==> src/rtl/spi_sram_quad_writer_pkg.sv <==
// Shared SQI command codes, frame geometry and writer FSM encoding for the 23LC1024 write path.
package spi_sram_quad_writer_pkg;

    localparam logic [7:0] CMD_WRITE = 8'h02;
    localparam logic [7:0] CMD_READ  = 8'h03;
    localparam logic [7:0] CMD_ESQI  = 8'h38;

    localparam int WRITE_NIBBLES = 12;
    localparam int ESQI_BITS     = 8;

    typedef enum logic [2:0] {
        ST_IDLE,
        ST_REQ,
        ST_SHIFT,
        ST_GAP,
        ST_INIT_REQ,
        ST_INIT_SHIFT
    } state_t;

endpackage

==> src/rtl/spi_sram_quad_writer_shifter.sv <==
// Mode-0 SPI/SQI serialiser: each unit is driven with sck low for one clk, then sck high for one clk.
// A frame lasts 2*UNITS clks from start; done pulses in the final sck-high clk.
module spi_nibble_shifter #(
    parameter int LANES = 4,
    parameter int UNITS = 12
) (
    input  logic                   clk,
    input  logic                   reset,
    input  logic                   load,
    input  logic [LANES*UNITS-1:0] load_dat,
    input  logic                   start,
    output logic                   active,
    output logic                   sck,
    output logic                   done,
    output logic [LANES-1:0]       lane_dat
);

    localparam int DW    = LANES * UNITS;
    localparam int CNT_W = $clog2(UNITS);
    localparam logic [CNT_W-1:0] LAST = CNT_W'(UNITS - 1);

    logic             active_q, active_d;
    logic             phase_q, phase_d;
    logic [CNT_W-1:0] cnt_q, cnt_d;
    logic [DW-1:0]    sr_q, sr_d;

    always_comb begin
        active_d = active_q;
        phase_d  = phase_q;
        cnt_d    = cnt_q;
        sr_d     = sr_q;
        done     = 1'b0;
        if (active_q) begin
            if (!phase_q) begin
                phase_d = 1'b1;
            end else begin
                phase_d = 1'b0;
                if (cnt_q == LAST) begin
                    active_d = 1'b0;
                    done     = 1'b1;
                end else begin
                    cnt_d = cnt_q + CNT_W'(1);
                    sr_d  = sr_q << LANES;
                end
            end
        end
        if (load) begin
            sr_d = load_dat;
        end
        if (start) begin
            active_d = 1'b1;
            phase_d  = 1'b0;
            cnt_d    = '0;
        end
    end

    always_ff @(posedge clk) begin
        if (reset) begin
            active_q <= 1'b0;
            phase_q  <= 1'b0;
            cnt_q    <= '0;
            sr_q     <= '0;
        end else begin
            active_q <= active_d;
            phase_q  <= phase_d;
            cnt_q    <= cnt_d;
            sr_q     <= sr_d;
        end
    end

    // phase_q only ever sets while active, so it doubles as the idle-low mode-0 clock.
    assign sck      = phase_q;
    assign active   = active_q;
    assign lane_dat = sr_q[DW-1 -: LANES];

endmodule

==> src/rtl/spi_sram_quad_writer.sv <==
// Single-word SQI WRITE master for the 23LC1024 (0x02, 24-bit addr, 2 bytes); SPI_WRITER_INIT_SQI_EN adds an ESQI boot step.
// cs_n low 24 clks from the grant edge, then CS_HIGH_CLKS idle; wr_ready stays low from acceptance until the gap ends.
module spi_sram_quad_writer
    import spi_sram_quad_writer_pkg::*;
#(
    parameter int ADDR_WIDTH   = 16,
    parameter int CS_HIGH_CLKS = 2
) (
    input  logic                  clk,
    input  logic                  reset,
    input  logic                  wr_valid,
    output logic                  wr_ready,
    input  logic [ADDR_WIDTH-1:0] wr_addr,
    input  logic [15:0]           wr_data,
    output logic                  bus_req,
    input  logic                  bus_grant,
    output logic                  busy,
    output logic                  sram_cs_n,
    output logic                  sram_sck,
    output logic                  sram_sio_oe,
    output logic                  sram_sio0_o,
    output logic                  sram_sio1_o,
    output logic                  sram_sio2_o,
    output logic                  sram_sio3_o
);

    localparam int GAP_W = $clog2(CS_HIGH_CLKS + 1);
    localparam logic [GAP_W-1:0] GAP_LAST = GAP_W'(CS_HIGH_CLKS - 1);

`ifdef SPI_WRITER_INIT_SQI_EN
    localparam state_t RESET_STATE = ST_INIT_REQ;
`else
    localparam state_t RESET_STATE = ST_IDLE;
`endif

    state_t           state_q, state_d;
    logic [GAP_W-1:0] gap_cnt_q, gap_cnt_d;
    logic             busy_q, busy_d;
    logic             accept;
    logic             wr_start;
    logic             wr_active, wr_sck, wr_done;
    logic [3:0]       wr_lane;
    logic [23:0]      byte_addr;

    assign wr_ready  = (state_q == ST_IDLE);
    assign accept    = wr_valid && wr_ready;
    assign byte_addr = {{(23 - ADDR_WIDTH){1'b0}}, wr_addr, 1'b0};

    spi_nibble_shifter #(
        .LANES (4),
        .UNITS (WRITE_NIBBLES)
    ) u_wr_shifter (
        .clk      (clk),
        .reset    (reset),
        .load     (accept),
        .load_dat ({CMD_WRITE, byte_addr, wr_data}),
        .start    (wr_start),
        .active   (wr_active),
        .sck      (wr_sck),
        .done     (wr_done),
        .lane_dat (wr_lane)
    );

`ifdef SPI_WRITER_INIT_SQI_EN
    logic       init_load, init_start;
    logic       init_active, init_sck, init_done;
    logic [0:0] init_lane;

    spi_nibble_shifter #(
        .LANES (1),
        .UNITS (ESQI_BITS)
    ) u_init_shifter (
        .clk      (clk),
        .reset    (reset),
        .load     (init_load),
        .load_dat (CMD_ESQI),
        .start    (init_start),
        .active   (init_active),
        .sck      (init_sck),
        .done     (init_done),
        .lane_dat (init_lane)
    );
`endif

    always_comb begin
        state_d   = state_q;
        gap_cnt_d = gap_cnt_q;
        wr_start  = 1'b0;
`ifdef SPI_WRITER_INIT_SQI_EN
        init_load  = 1'b0;
        init_start = 1'b0;
`endif
        case (state_q)
            ST_IDLE: begin
                if (accept) state_d = ST_REQ;
            end
            ST_REQ: begin
                if (bus_grant) begin
                    state_d  = ST_SHIFT;
                    wr_start = 1'b1;
                end
            end
            ST_SHIFT: begin
                if (wr_done) begin
                    state_d   = ST_GAP;
                    gap_cnt_d = '0;
                end
            end
            ST_GAP: begin
                if (gap_cnt_q == GAP_LAST) state_d = ST_IDLE;
                else gap_cnt_d = gap_cnt_q + GAP_W'(1);
            end
`ifdef SPI_WRITER_INIT_SQI_EN
            ST_INIT_REQ: begin
                init_load = 1'b1;
                if (bus_grant) begin
                    state_d    = ST_INIT_SHIFT;
                    init_start = 1'b1;
                end
            end
            ST_INIT_SHIFT: begin
                if (init_done) begin
                    state_d   = ST_GAP;
                    gap_cnt_d = '0;
                end
            end
`endif
            default: state_d = ST_IDLE;
        endcase

        busy_d = busy_q;
        if (accept) busy_d = 1'b1;
        else if (state_d == ST_IDLE) busy_d = 1'b0;
    end

    always_ff @(posedge clk) begin
        if (reset) begin
            state_q   <= RESET_STATE;
            gap_cnt_q <= '0;
            busy_q    <= 1'b0;
        end else begin
            state_q   <= state_d;
            gap_cnt_q <= gap_cnt_d;
            busy_q    <= busy_d;
        end
    end

    // Request drops on the same edge the shifter goes inactive, i.e. when cs_n rises.
    assign bus_req = (state_q == ST_REQ) || (state_q == ST_SHIFT) ||
                     (state_q == ST_INIT_REQ) || (state_q == ST_INIT_SHIFT);
    assign busy    = busy_q;

`ifdef SPI_WRITER_INIT_SQI_EN
    // ESQI goes out in single-bit mode on sio0 with HOLD_N and the spare lines held high.
    assign sram_cs_n   = ~(wr_active | init_active);
    assign sram_sck    = wr_sck | init_sck;
    assign sram_sio_oe = wr_active | init_active;
    assign sram_sio0_o = wr_active ? wr_lane[0] : (init_active & init_lane[0]);
    assign sram_sio1_o = wr_active ? wr_lane[1] : init_active;
    assign sram_sio2_o = wr_active ? wr_lane[2] : init_active;
    assign sram_sio3_o = wr_active ? wr_lane[3] : init_active;
`else
    assign sram_cs_n   = ~wr_active;
    assign sram_sck    = wr_sck;
    assign sram_sio_oe = wr_active;
    assign sram_sio0_o = wr_active & wr_lane[0];
    assign sram_sio1_o = wr_active & wr_lane[1];
    assign sram_sio2_o = wr_active & wr_lane[2];
    assign sram_sio3_o = wr_active & wr_lane[3];
`endif

endmodule

==> config.mk <==
export PLATFORM = sky130hd
export DESIGN_NAME = spi_sram_quad_writer
export DESIGN_NICKNAME = d
export VERILOG_FILES = /design/src/rtl/spi_sram_quad_writer_pkg.sv /design/src/rtl/spi_sram_quad_writer_shifter.sv /design/src/rtl/spi_sram_quad_writer.sv
export SDC_FILE = /design/constraint.sdc
export NUM_CORES = 1
export LEC_CHECK = 0
export ABC_AREA = 1
export CORE_UTILIZATION = 47
export DETAILED_ROUTE_END_ITERATION = 6
export PLACE_DENSITY = 0.78
export SYNTH_ARGS = -nofsm -noshare
export SYNTH_HDL_FRONTEND = slang
export SYNTH_SLANG_ARGS = --single-unit
==> constraint.sdc <==
create_clock -name clk -period 1.25 [get_ports clk]
set_input_delay 0.25 -clock clk [delete_from_list [all_inputs] [get_ports clk]]
set_output_delay 0.25 -clock clk [all_outputs]
set_load 0.02 [all_outputs]
# Yosys cells after proc, flatten, opt, wreduce, memory -nomap -nowiden
# Index checks and enable logic that the tools add are counted.
# word_totals
reg_bits	60
latchBits	0
mem_bits_rw	0
romBits	0
in_bits	36
output_inout_bits	10
elab_cells	65
memories	0
# classes
add_sub_neg	2
multipliers	0
div_mod_pow	0
order_cmp	0
n_eq_ne	10
shift	0
mux	24
bitwise	6
n_reduce_logical	15
# ops
op	n
42-bit two-way mux	4
1-bit two-way mux	12
3-bit two-way mux	4
3-bit one-hot mux with 4 select lines	1
3-bit AND reduction	3
2-bit nonzero test	4
3-bit by 2-bit equality test with 1-bit output, second input constant	2
3-bit equality test, second input constant	2
3-bit logical NOT	2
4-bit by 1-bit adder with 4-bit output, second input constant	1
1-bit bitwise AND	4
4-bit equality test, second input constant	1
2-bit two-way mux	2
2-bit inequality test, second input constant	2
2-bit one-hot mux with 2 select lines	1
2-bit OR reduction	2
3-bit by 1-bit equality test with 1-bit output, second input constant	1
1-bit logical OR	3
2-bit by 1-bit adder with 2-bit output, second input constant	1
2-bit by 1-bit equality test with 1-bit output, second input constant	1
2-bit by 1-bit inequality test with 1-bit output, second input constant	1
1-bit inverter	2
1-bit logical AND	1

# Logic depth before layout (Yosys ltp)
# Gate-level depths: netlist of the first run.
# depth
ltp_word	9
depth_mapped	11
ltp_nobuf	9

# By module
# Synthesis of the first run repeated with hierarchy kept, for this count alone.
# hier_totals
cells_unflattened	458
hier_area_um2	3294.4
# by_module_without_submodules
module	instances	cells_each	area_each_um2	seq_area_each_um2
spi_nibble_shifter	1	400	2925.3	1081.0
spi_sram_quad_writer	1	58	369.1	120.1

# Least setup slack after synthesis of the first run
# No wires, ideal clock.
# synth_timing
path_type	register -> register
from	reg u_wr_shifter.active_q (netlist: u_wr_shifter.active)
to	reg u_wr_shifter.sr_q[28]
setup_time_ps	110
t_arrival_ps	1239
t_required_ps	1140
setup_slack_ps	-99
path_stages_with_launch	12
n_path_buf	2
synth_period_minus_slack_ps	1349
cell_sequence	dfxtp_1 > buf_6 > nand2_4 > inv_4 > nand2_4 > nand2_4 > inv_6 > buf_6 > nand2_1 > nand3_1 > nand2_1 > inv_1
# synth_between
elab_chain_len	2
# synth_lines
item	line_no	rtl
start: declaration	spi_sram_quad_writer_shifter.sv:22	logic active_q, active_d;
start signal: assignment	spi_sram_quad_writer_shifter.sv:64	active_q <= active_d;
2-bit nonzero test (no source line)	n/a	
3-bit AND reduction (no source line)	n/a	
end signal: assignment	spi_sram_quad_writer_shifter.sv:67	sr_q <= sr_d;
end: declaration	spi_sram_quad_writer_shifter.sv:25	logic [DW-1:0] sr_q, sr_d;
# No other way between the ends.
# A chain may end at the register's enable or synchronous reset.

# Worst setup path after layout of the first run
# layout_timing
from	reg state_q[2]
to	reg u_wr_shifter.sr_q[17]
# layout_between
elab_chain_len	4
word_cells_on_any_way	7
classes_between	1 x eq/ne; 1 x mux; 5 x reduce/logical
# layout_lines
item	line_no	rtl
start: declaration	spi_sram_quad_writer.sv:36	state_t state_q, state_d;
start signal: assignment	spi_sram_quad_writer.sv:142	state_q <= state_d;
3-bit logical NOT (*)	spi_sram_quad_writer.sv:45	assign wr_ready = (state_q == ST_IDLE);
1-bit logical AND (*)	spi_sram_quad_writer.sv:46	assign accept = wr_valid && wr_ready;
2-bit inequality test (no source line) / 2-bit nonzero test (equally long branches)	n/a	
3-bit AND reduction (no source line)	n/a	
# Every way passes the cells marked *; elsewhere a longest branch is shown, timed or not.

==> impl_metrics.py, run 1 <==
metrics = {
    "pwr": {
        "p_seq_share_pct": 48.5,
        "power.static_leakage_nw": 1.76,
        "combPwrFrac_pct": 14.8,
        "power_per_cell_area_mw_per_mm2": 1000,
        "clockPowerShare_pct": 36.8,
        "peakVddDrop_v": 0.000679,
        "intPower_mw": 3.11,
        "finalPower_mw": 4.18,
        "swShare_pct": 25.6,
        "net-switching-power_mw": 1.07,
    },
    "worst_setup_path": {
        "rr_startpoint": "state_q[2]",
        "critPathLaunchType": "flop",
        "reg2reg_to": "u_wr_shifter.sr_q[17]",
        "timing.critical_path.to": "u_wr_shifter.sr_q[17]",
        "r2r_setup_slack_ns": -0.31,
        "reg2regPathDepth": 11,
        "cp.arrival_ns": 1.83,
        "worstSetupPathType": "flop to flop",
        "cp_max_fo": 6,
        "crit_start": "state_q[2]",
        "cp.required_ns": 1.53,
        "endpoint_kind": "flop",
    },
    "finish": {
        "n_fill_cell": 341,
        "area_delta_synth_final_pct": 58.3,
        "drive_gt1_share_pct": 35.8,
        "final_nets": 484,
        "antenna_cells": 0,
        "final_area_mm2": 0.00417,
        "fin_util_pct": 79.6,
    },
    "sta": {
        "relSlewSlack_pct": 62.7,
        "slew_viol_final": 0,
        "whs_ns": 0.468,
        "setup_ws_ns": -0.306,
        "finalHoldViolCount": 0,
        "clock.fmax_ghz": 0.643,
        "skew_ns": 0.00676,
        "fin_setup_tns_ns": -10.38,
        "period_minus_slack_ns": 1.56,
        "fin_crit_sh_pct": 125,
        "setup_violations": 63,
        "rsz0062_at_grt": "yes",
        "worst_slew_pin_slew_ns": 0.559,
    },
    "logic_synthesis": {
        "synth_area_per_cell_um2": 7.32,
        "synth_edf_count": 0,
        "synth_common_cells": "122 x nand2_1, 60 x dfxtp_1, 42 x nand3_1",
        "syn_nets": 398,
        "ys_top_cells_by_area": "dfxtp_1 46%, nand2_1 17%, nand3_1 8.0%, a21oi_1 4.8%, inv_1 3.7%",
        "seq_area_frac_synth_pct": 45.6,
        "ys_ff_latch": 60,
        "synth_top_area_cell": "dfxtp_1",
        "synthesis.area_mm2": 0.00263,
        "synthArstFlopShare_pct": 0,
        "netlist_instances": 360,
        "yosys.cell_count.top_type": "nand2_1",
        "synth_top_area_share_pct": 45.6,
        "ys_types": 26,
        "ys.flop_type": "dfxtp_1",
        "synth_warnings": 0,
    },
    "routing": {
        "ant_nets": 0,
        "via_per_inst": 5.21,
        "vias": 2707,
        "drc": 0,
        "drtIter0Drc": 177,
        "wl_per_cell_um": 14.2,
        "first_pass_iters": 4,
        "wl_mm": 7.36,
    },
    "grt": {
        "grt_pass1_vias": 2455,
        "antenna_found_initial": 0,
        "grt_max_degree": 27,
        "grt-ovfl-total": 0,
        "grt.total_usage_pct": 22.1,
        "grt_pass1_wl_mm": 10.4,
    },
    "die": {
        "die_w_um": 76.9,
        "fp.dieH_um": 76.9,
        "num_rows": 26,
        "initial_core_util_pct": 50.3,
        "fp.dieArea_mm2": 0.00591,
        "core_mm2": 0.00524,
        "io_pins": 46,
    },
    "clocking": {
        "worstSkewPairLatency_ns": 0.34,
        "cts_num_sinks": 60,
        "cts-root-buf": "clkbuf_8",
        "cts_made_buffers": 9,
        "clk_pin_slew_worst_paths_ns": 0.06,
        "clock_path_buffers": 2,
        "htreeDepth": 3,
        "tritoncts": "built",
    },
    "worst_hold_path": {
        "min_path_type": "input pin to flop",
        "hold_depth": 3,
    },
    "placement": {
        "gp_congestion": 0.797,
        "io_buffers": 45,
        "place_area_mm2": 0.00338,
        "dp_hpwl_mm": 3.80,
    },
    "flow_run": {
        "maxCapViolCount": 0,
    },
    "outcome": {
        "status": "complete, but fails checks",
        "violations": "setup timing",
    },
}
-- stage by stage --
| stage | worst slack, ns | instances |
|---|---|---|
| 3_3_place_gp | -0.274 | 490 |
| 4_1_cts | -0.201 | 512 |
| 3_5_place_dp | -0.305 | 490 |
| 2_1_floorplan | 0.00512 | 360 |
| 5_1_grt | -0.380 | 520 |
| 6_report | -0.306 | 520 |
-- worst max-delay path, stage by stage, from the launching register on --
cell	delay, ns
dfxtp_2	0.32
buf_6	0.11
buf_6	0.11
nor2_4	0.13
nand3_4	0.13
buf_12	0.18
clkinv_8	0.07
buf_6	0.11
nand2_1	0.06
nand3_1	0.06
o21ai_0	0.11
nor2_1	0.10
-- worst min-delay path by stage --
| stage | from | endpoint |
|---|---|---|
| floorplan | wr_data[0] | u_wr_shifter.sr_q[0] |
| global placement | u_wr_shifter.sr_q[33] | u_wr_shifter.sr_q[37] |
| detailed placement | u_wr_shifter.sr_q[34] | u_wr_shifter.sr_q[38] |
| CTS | u_wr_shifter.sr_q[29] | u_wr_shifter.sr_q[33] |
| global route | u_wr_shifter.sr_q[29] | u_wr_shifter.sr_q[33] |
| finish | wr_data[0] | u_wr_shifter.sr_q[0] |
-- registers in the layout (all words and copies together) (netlist names) --
register / flops
u_wr_shifter.cnt_q: 4
u_wr_shifter.sck: 1
u_wr_shifter.sr_q: 48
u_wr_shifter.active: 1
state_q: 3
busy: 1
gap_cnt_q: 2
-- kinds of logic after synthesis --
logic type,Yosys count,share of synthesized area [%]
adders and majority gates,2,0.950
xor gates and xnor gates,3,0.998
buffers and inverters,52,10.8
other,1,0.142
DFF,60,45.6
and+or+nand+nor,193,31.7
AOI/OAI and AO/OA,49,9.83
-- routing by layer --
metal	track usage [%]	up-vias	part of all wire, %
li1	-	1335	-
met1	26.0	1266	39
met2	37.9	85	54
met3	6.07	21	4.2
met4	8.27	0	2.7
met5	0	-	0
-- placed cells by master, fill, tap and decap left out, types with 13 or more instances in the layout --
cell and count:
a21oi_2 16, buf_4 28, buf_6 17, clkdlybuf4s50_1 35
dfxtp_1 54, inv_1 21, nand2_1 101, nand2_2 13
nand3_1 20, nand3_2 17, nor2_1 17
-- power by group through the flow --
stage                     Sequential (mW)  Clock (mW)  Combinational (mW)
after floorplan                      2.05           0               0.229
after global placement               2.05           0               0.453
final                                2.02        1.54               0.617
after CTS                            2.02        1.53               0.495
after detailed placement             2.06           0               0.460
after global routing                 2.03        1.66               0.664
-- cell type report --
| cell class | count | area [um2] | share of cell area [%] |
|---|---|---|---|
| clock inverter | 2 | 10.0 | 0.240 |
| tap | 70 | 87.6 | 2.10 |
| sequential | 60 | 1210 | 29.0 |
| inverter | 31 | 151 | 3.63 |
| timing repair buffer | 95 | 1010 | 24.2 |
| multi-input combinational | 249 | 1540 | 36.9 |
| clock buffer | 13 | 159 | 3.81 |
-- timing repair --
action,in CTS,in global routing
buffers inserted,6,7
pin swaps,6,46
endpoints found under the setup margin,68,67
resized for setup,67,104
hold buffers,0,0
cloned,1,4
No activity file was read; power rests on OpenSTA's default activity.
==> inputs of run 2 (changes only) <==
CTS_CLUSTER_DIAMETER = 80   (was not set)
==> results of run 2 <==
Final layout, timing and power as in run 1 (identical DEF).
